--- config.mk ---
export PLATFORM = sky130hd
export DESIGN_NAME = paddle_ctrl
export DESIGN_NICKNAME = d
export VERILOG_FILES = /design/src/rtl/paddle_ctrl.sv
export SDC_FILE = /design/constraint.sdc
export NUM_CORES = 1
export LEC_CHECK = 0
export CORE_MARGIN = 2
export CORE_UTILIZATION = 49
export DETAILED_ROUTE_END_ITERATION = 6
export GPL_ROUTABILITY_DRIVEN = 0
export PLACE_DENSITY = 0.79
export SKIP_CTS_REPAIR_TIMING = 1
export SYNTH_ARGS = -nofsm -noshare
export SYNTH_HDL_FRONTEND = slang
export SYNTH_SLANG_ARGS = --single-unit
--- constraint.sdc ---
create_clock -name clk -period 3.11 [get_ports clk]
set_input_delay 0.4665 -clock clk [delete_from_list [all_inputs] [get_ports clk]]
set_output_delay 0.4665 -clock clk [all_outputs]
set_load 0.005 [all_outputs]
--- src/rtl/paddle_ctrl.sv ---
// Paddle controller: button-driven vertical position with per-frame speed ramp,
// edge clamping and a registered per-pixel hit test for the pixel mux.
module paddle_ctrl #(
    parameter int unsigned V_RES        = 480,
    parameter int unsigned PAD_HEIGHT   = 100,
    parameter int unsigned PAD_WIDTH    = 10,
    parameter int unsigned PAD_X        = 20,
    parameter int unsigned INIT_TOP     = (V_RES - PAD_HEIGHT) / 2,
    parameter int unsigned SPEED_MAX    = 8,
    parameter int unsigned ACCEL_FRAMES = 4
) (
    input  logic       clk,
    input  logic       rst_n,
    input  logic       frame_tick,
    input  logic       btn_up,
    input  logic       btn_dn,
    input  logic [9:0] sx,
    input  logic [9:0] sy,
    output logic [9:0] pad_top,
    output logic       at_limit,
    output logic       draw_paddle
);

    localparam int unsigned MAX_TOP = V_RES - PAD_HEIGHT;
    localparam int unsigned SPD_W   = 4;
    localparam int unsigned CNT_W   = $clog2(ACCEL_FRAMES + 1);

    typedef enum logic [1:0] {IDLE, MOVE_UP, MOVE_DN} state_t;
    typedef enum logic [1:0] {DIR_NONE, DIR_UP, DIR_DN} dir_t;

    state_t           state;
    dir_t             dir;
    logic             up_m, up_s, dn_m, dn_s;
    logic [SPD_W-1:0] speed;
    logic [SPD_W-1:0] step;
    logic [CNT_W-1:0] hold_cnt;
    logic [CNT_W-1:0] hold_nxt;
    logic             same_dir;
    logic [10:0]      top_ext, step_ext, dn_sum;
    logic [9:0]       up_pos, dn_pos, next_top;
    logic             hit;

    // Both or neither button pressed cancels the request.
    always_comb begin
        dir = DIR_NONE;
        if (up_s && !dn_s) begin
            dir = DIR_UP;
        end else if (dn_s && !up_s) begin
            dir = DIR_DN;
        end
    end

    // Next position: a fresh direction always moves exactly one line.
    always_comb begin
        same_dir = ((dir == DIR_UP) && (state == MOVE_UP)) ||
                   ((dir == DIR_DN) && (state == MOVE_DN));
        step     = same_dir ? speed : SPD_W'(1);
        top_ext  = {1'b0, pad_top};
        step_ext = 11'(step);
        dn_sum   = top_ext + step_ext;
        up_pos   = (top_ext < step_ext) ? 10'd0 : 10'(top_ext - step_ext);
        dn_pos   = (dn_sum > 11'(MAX_TOP)) ? 10'(MAX_TOP) : dn_sum[9:0];
        next_top = (dir == DIR_UP) ? up_pos : dn_pos;
        hold_nxt = hold_cnt + CNT_W'(1);
    end

    always_comb begin
        hit = ({1'b0, sy} >= top_ext) &&
              ({1'b0, sy} <  top_ext + 11'(PAD_HEIGHT)) &&
              ({1'b0, sx} >= 11'(PAD_X)) &&
              ({1'b0, sx} <  11'(PAD_X + PAD_WIDTH));
    end

    assign at_limit = (pad_top == 10'd0) || (pad_top == 10'(MAX_TOP));

    always_ff @(posedge clk or negedge rst_n) begin
        if (!rst_n) begin
            up_m        <= 1'b0;
            up_s        <= 1'b0;
            dn_m        <= 1'b0;
            dn_s        <= 1'b0;
            state       <= IDLE;
            speed       <= SPD_W'(1);
            hold_cnt    <= '0;
            pad_top     <= 10'(INIT_TOP);
            draw_paddle <= 1'b0;
        end else begin
            up_m        <= btn_up;
            up_s        <= up_m;
            dn_m        <= btn_dn;
            dn_s        <= dn_m;
            draw_paddle <= hit;
            if (frame_tick) begin
                if (dir == DIR_NONE) begin
                    state    <= IDLE;
                    speed    <= SPD_W'(1);
                    hold_cnt <= '0;
                end else if (same_dir) begin
                    pad_top <= next_top;
                    if (hold_nxt == CNT_W'(ACCEL_FRAMES)) begin
                        hold_cnt <= '0;
                        speed    <= (speed < SPD_W'(SPEED_MAX)) ? speed + SPD_W'(1)
                                                                 : SPD_W'(SPEED_MAX);
                    end else begin
                        hold_cnt <= hold_nxt;
                    end
                end else begin
                    state    <= (dir == DIR_UP) ? MOVE_UP : MOVE_DN;
                    speed    <= SPD_W'(1);
                    hold_cnt <= '0;
                    pad_top  <= next_top;
                end
            end
        end
    end

endmodule

==> results.py <==
metrics = {
    "clocking": {
        "cts_made_buffers": 3,
        "cts_tree": "done",
        "cts-htree-levels": 1,
        "cts_root_buf": "clkbuf_8",
        "insertion_delay_ns": 0.26,
        "clockBufferDepth": 2,
        "cts_sinks": 24,
        "path_clk_slew_ns": 0.08,
    },
    "final_layout": {
        "antenna_cells": 0,
        "fin_util_pct": 66.1,
        "final_nets": 389,
        "area_delta_synth_final_pct": 31.0,
        "drive_above_1_share_pct": 20.2,
        "fin_area_sq_um": 3100,
    },
    "timing": {
        "worstMarginPinSlew_ns": 0.994,
        "fin_setup_tns_ns": 0,
        "holdWs_ns": 0.366,
        "fmax_mhz": 332,
        "final-setup-viol-count": 0,
        "max-slew-margin-rel_pct": 33.5,
        "slew_viol_final": 0,
        "clock_skew_ns": 0.00705,
        "finalCriticalPeriod_ns": 3.01,
        "fin_crit_sh_pct": 96.9,
        "hold_viol_final": 0,
        "rsz0062_at_grt": "true",
    },
    "critical_path": {
        "reg2reg_to": "pad_top[4]",
        "critPathRequiredTime_ns": 3.30,
        "reg2reg_setup_slack_ns": 0.1,
        "r2r_start": "up_s",
        "cp-end-kind": "flop",
        "start_kind": "flop",
        "critPathArrivalTime_ns": 3.20,
        "startpoint": "up_s",
        "setup.worst_path.end": "pad_top[4]",
        "critPathMaxFanout": 4,
        "crit_type": "reg -> reg",
        "r2r_cells": 15,
    },
    "power": {
        "power_mw": 2.12,
        "leakagePower_nw": 1.36,
        "power.density_nw_per_um2": 685,
        "irDropWorstVdd_v": 0.000401,
    },
    "synth": {
        "synth_cell_types": 56,
        "synth_common_cells": "ha_1, inv_1, nand2_1, o21ai_0, dfrtp_1",
        "synth.avg_cell_area_sq_um": 8.51,
        "yosysTopAreaCell": "ha_1",
        "synth_enable_flop_cells": 0,
        "synth-seq-area-share_pct": 25.8,
        "synthArstFlopShare_pct": 100,
        "ys_seq_elements": 24,
        "syn_inst": 278,
        "yosysMostFrequentCell": "ha_1",
        "syn-cell-area_sq_um": 2370,
        "yosys.area.top_type_share_pct": 18.5,
        "synth-main-ff-cell": "dfrtp_1",
        "yosysWarningCount": 0,
        "syn-num-nets": 340,
        "yosys-top-cells-area": "ha_1, dfrtp_1, dfstp_2, inv_1, o21ai_0",
    },
    "placement": {
        "place.detailed.hpwl_mm": 4.28,
        "dpl-instance-area_sq_um": 2810,
        "io_buffer_count": 35,
    },
    "global_route": {
        "grtUsageTotal_pct": 20.7,
        "use_met1_pct": 26.1,
        "grt_pass1_wl_mm": 8.84,
        "overflow": 0,
        "grt_max_degree": 24,
        "top_usage_layer": "met2",
        "use_met2_pct": 36.4,
        "antenna_found_initial": 0,
        "use_met3_pct": 4.25,
        "grt_pass1_vias": 2005,
    },
    "floorplan": {
        "die_area_sq_um": 5400,
        "coreArea_sq_um": 4690,
        "start_util_pct": 50.4,
        "ioPinCount": 37,
        "dieWidth_um": 73.5,
        "die_y_um": 73.5,
        "num_rows": 25,
    },
    "route": {
        "drt_first_pass_iters": 4,
        "vias_per_cell": 5.82,
        "wl_mm": 5.83,
        "routedWlPerCell_um": 15.3,
        "drt.antenna.violating_nets": 0,
        "route.detailed.drc": 0,
        "vias": 2210,
        "first_iter_violations": 114,
    },
    "worst_hold_path": {
        "min_path_type": "reg -> reg",
    },
    "job": {
        "maxCapViolations": 0,
    },
    "run_status": {
        "status": "completed",
    },
}
[layout by cell type (no fill, tap or decap), types with 4 or more instances in the layout]
| master | Yosys | final |
|---|---|---|
| nand2_1 | 26 | 22 |
| nor2_1 | 10 | 10 |
| o21ai_0 | 20 | 17 |
| a21oi_1 | 14 | 14 |
| ha_4 | 0 | 4 |
| inv_1 | 33 | 32 |
| o22ai_1 | 4 | 4 |
| clkdlybuf4s50_1 | 0 | 35 |
| xnor2_1 | 10 | 8 |
| ha_1 | 35 | 29 |
| dfstp_2 | 7 | 7 |
| nand4_1 | 5 | 5 |
| a21o_1 | 6 | 6 |
| a211oi_1 | 9 | 8 |
| buf_4 | 1 | 19 |
| dfrtp_1 | 17 | 17 |
| nand2b_1 | 5 | 4 |
| nand3_1 | 6 | 6 |
| nor3_1 | 6 | 6 |
[per-layer routing]
metal  part of all wire [%]  wire length, um
met1                     43             2510
met2                     51             2970
met3                    5.3              308
met4                   0.64               37
met5                      0                0
[worst max-delay path, cell delays in order, from the launching register on]
cell and delay (ns):
dfrtp_1 0.42, inv_2 0.08, ha_4 0.14, nand2_4 0.06, o21ai_4 0.24, nand2b_4 0.09
ha_4 0.17, fa_2 0.39, nand2b_4 0.10, a22oi_4 0.06, buf_6 0.13, xnor2_2 0.12
nor3_2 0.23, a211oi_2 0.10, or3_4 0.43, o221ai_2 0.18
[flip-flops by register name, summed over array words and instances, names as in the netlist]
signal,count
pad_top,10
up_m,1
dn_m,1
speed,4
dn_s,1
hold_cnt,3
state,2
draw_paddle,1
up_s,1
[area by class of cell]
cell class / count / area (sq um)
multi-input combinational: 209 / 1710
fill: 363 / 1590
timing repair buffer: 56 / 515
inverter: 33 / 124
clock buffer: 3 / 41.3
sequential: 24 / 609
clock inverter: 1 / 30.0
tap: 54 / 67.6
[cells by family (layout without fill, tap and decap cells)]
group | Yosys count | in the layout | synth area share (%)
XOR/XNOR | 10 | 10 | 3.70
AND/OR/NAND/NOR | 78 | 78 | 17.8
adder cells (fa/ha/maj) | 37 | 37 | 20.2
multiplexers | 4 | 4 | 1.85
flip-flops | 24 | 24 | 25.8
buffers and inverters | 45 | 93 | 7.61
AO/OA/AOI/OAI | 80 | 80 | 23.1
[power by group]
group,leakage [nW],total [mW],internal (mW),switching [mW]
Combinational,1.03,1.29,0.668,0.621
Clock,0.0357,0.267,0.172,0.0948
Sequential,0.296,0.568,0.399,0.169
Total,1.36,2.12,1.24,0.884
[worst min-delay path by stage]
stage	from	end	slack, ns	depth (start not counted)
floorplan	rst_n	dn_m	0.17	0
global placement	dn_m	dn_s	0.34	0
detailed placement	dn_m	dn_s	0.35	0
CTS	dn_m	dn_s	0.37	0
global route	dn_m	dn_s	0.38	0
finish	dn_m	dn_s	0.37	0
[through the flow]
stage	worst slack (ns)	cells
3_5_place_dp	0.0413	366
3_3_place_gp	0.124	366
6_report	0.0972	380
5_1_grt	-0.0973	380
2_1_floorplan	0.187	278
4_1_cts	0.0172	370
(Power assumes the default switching activity.)
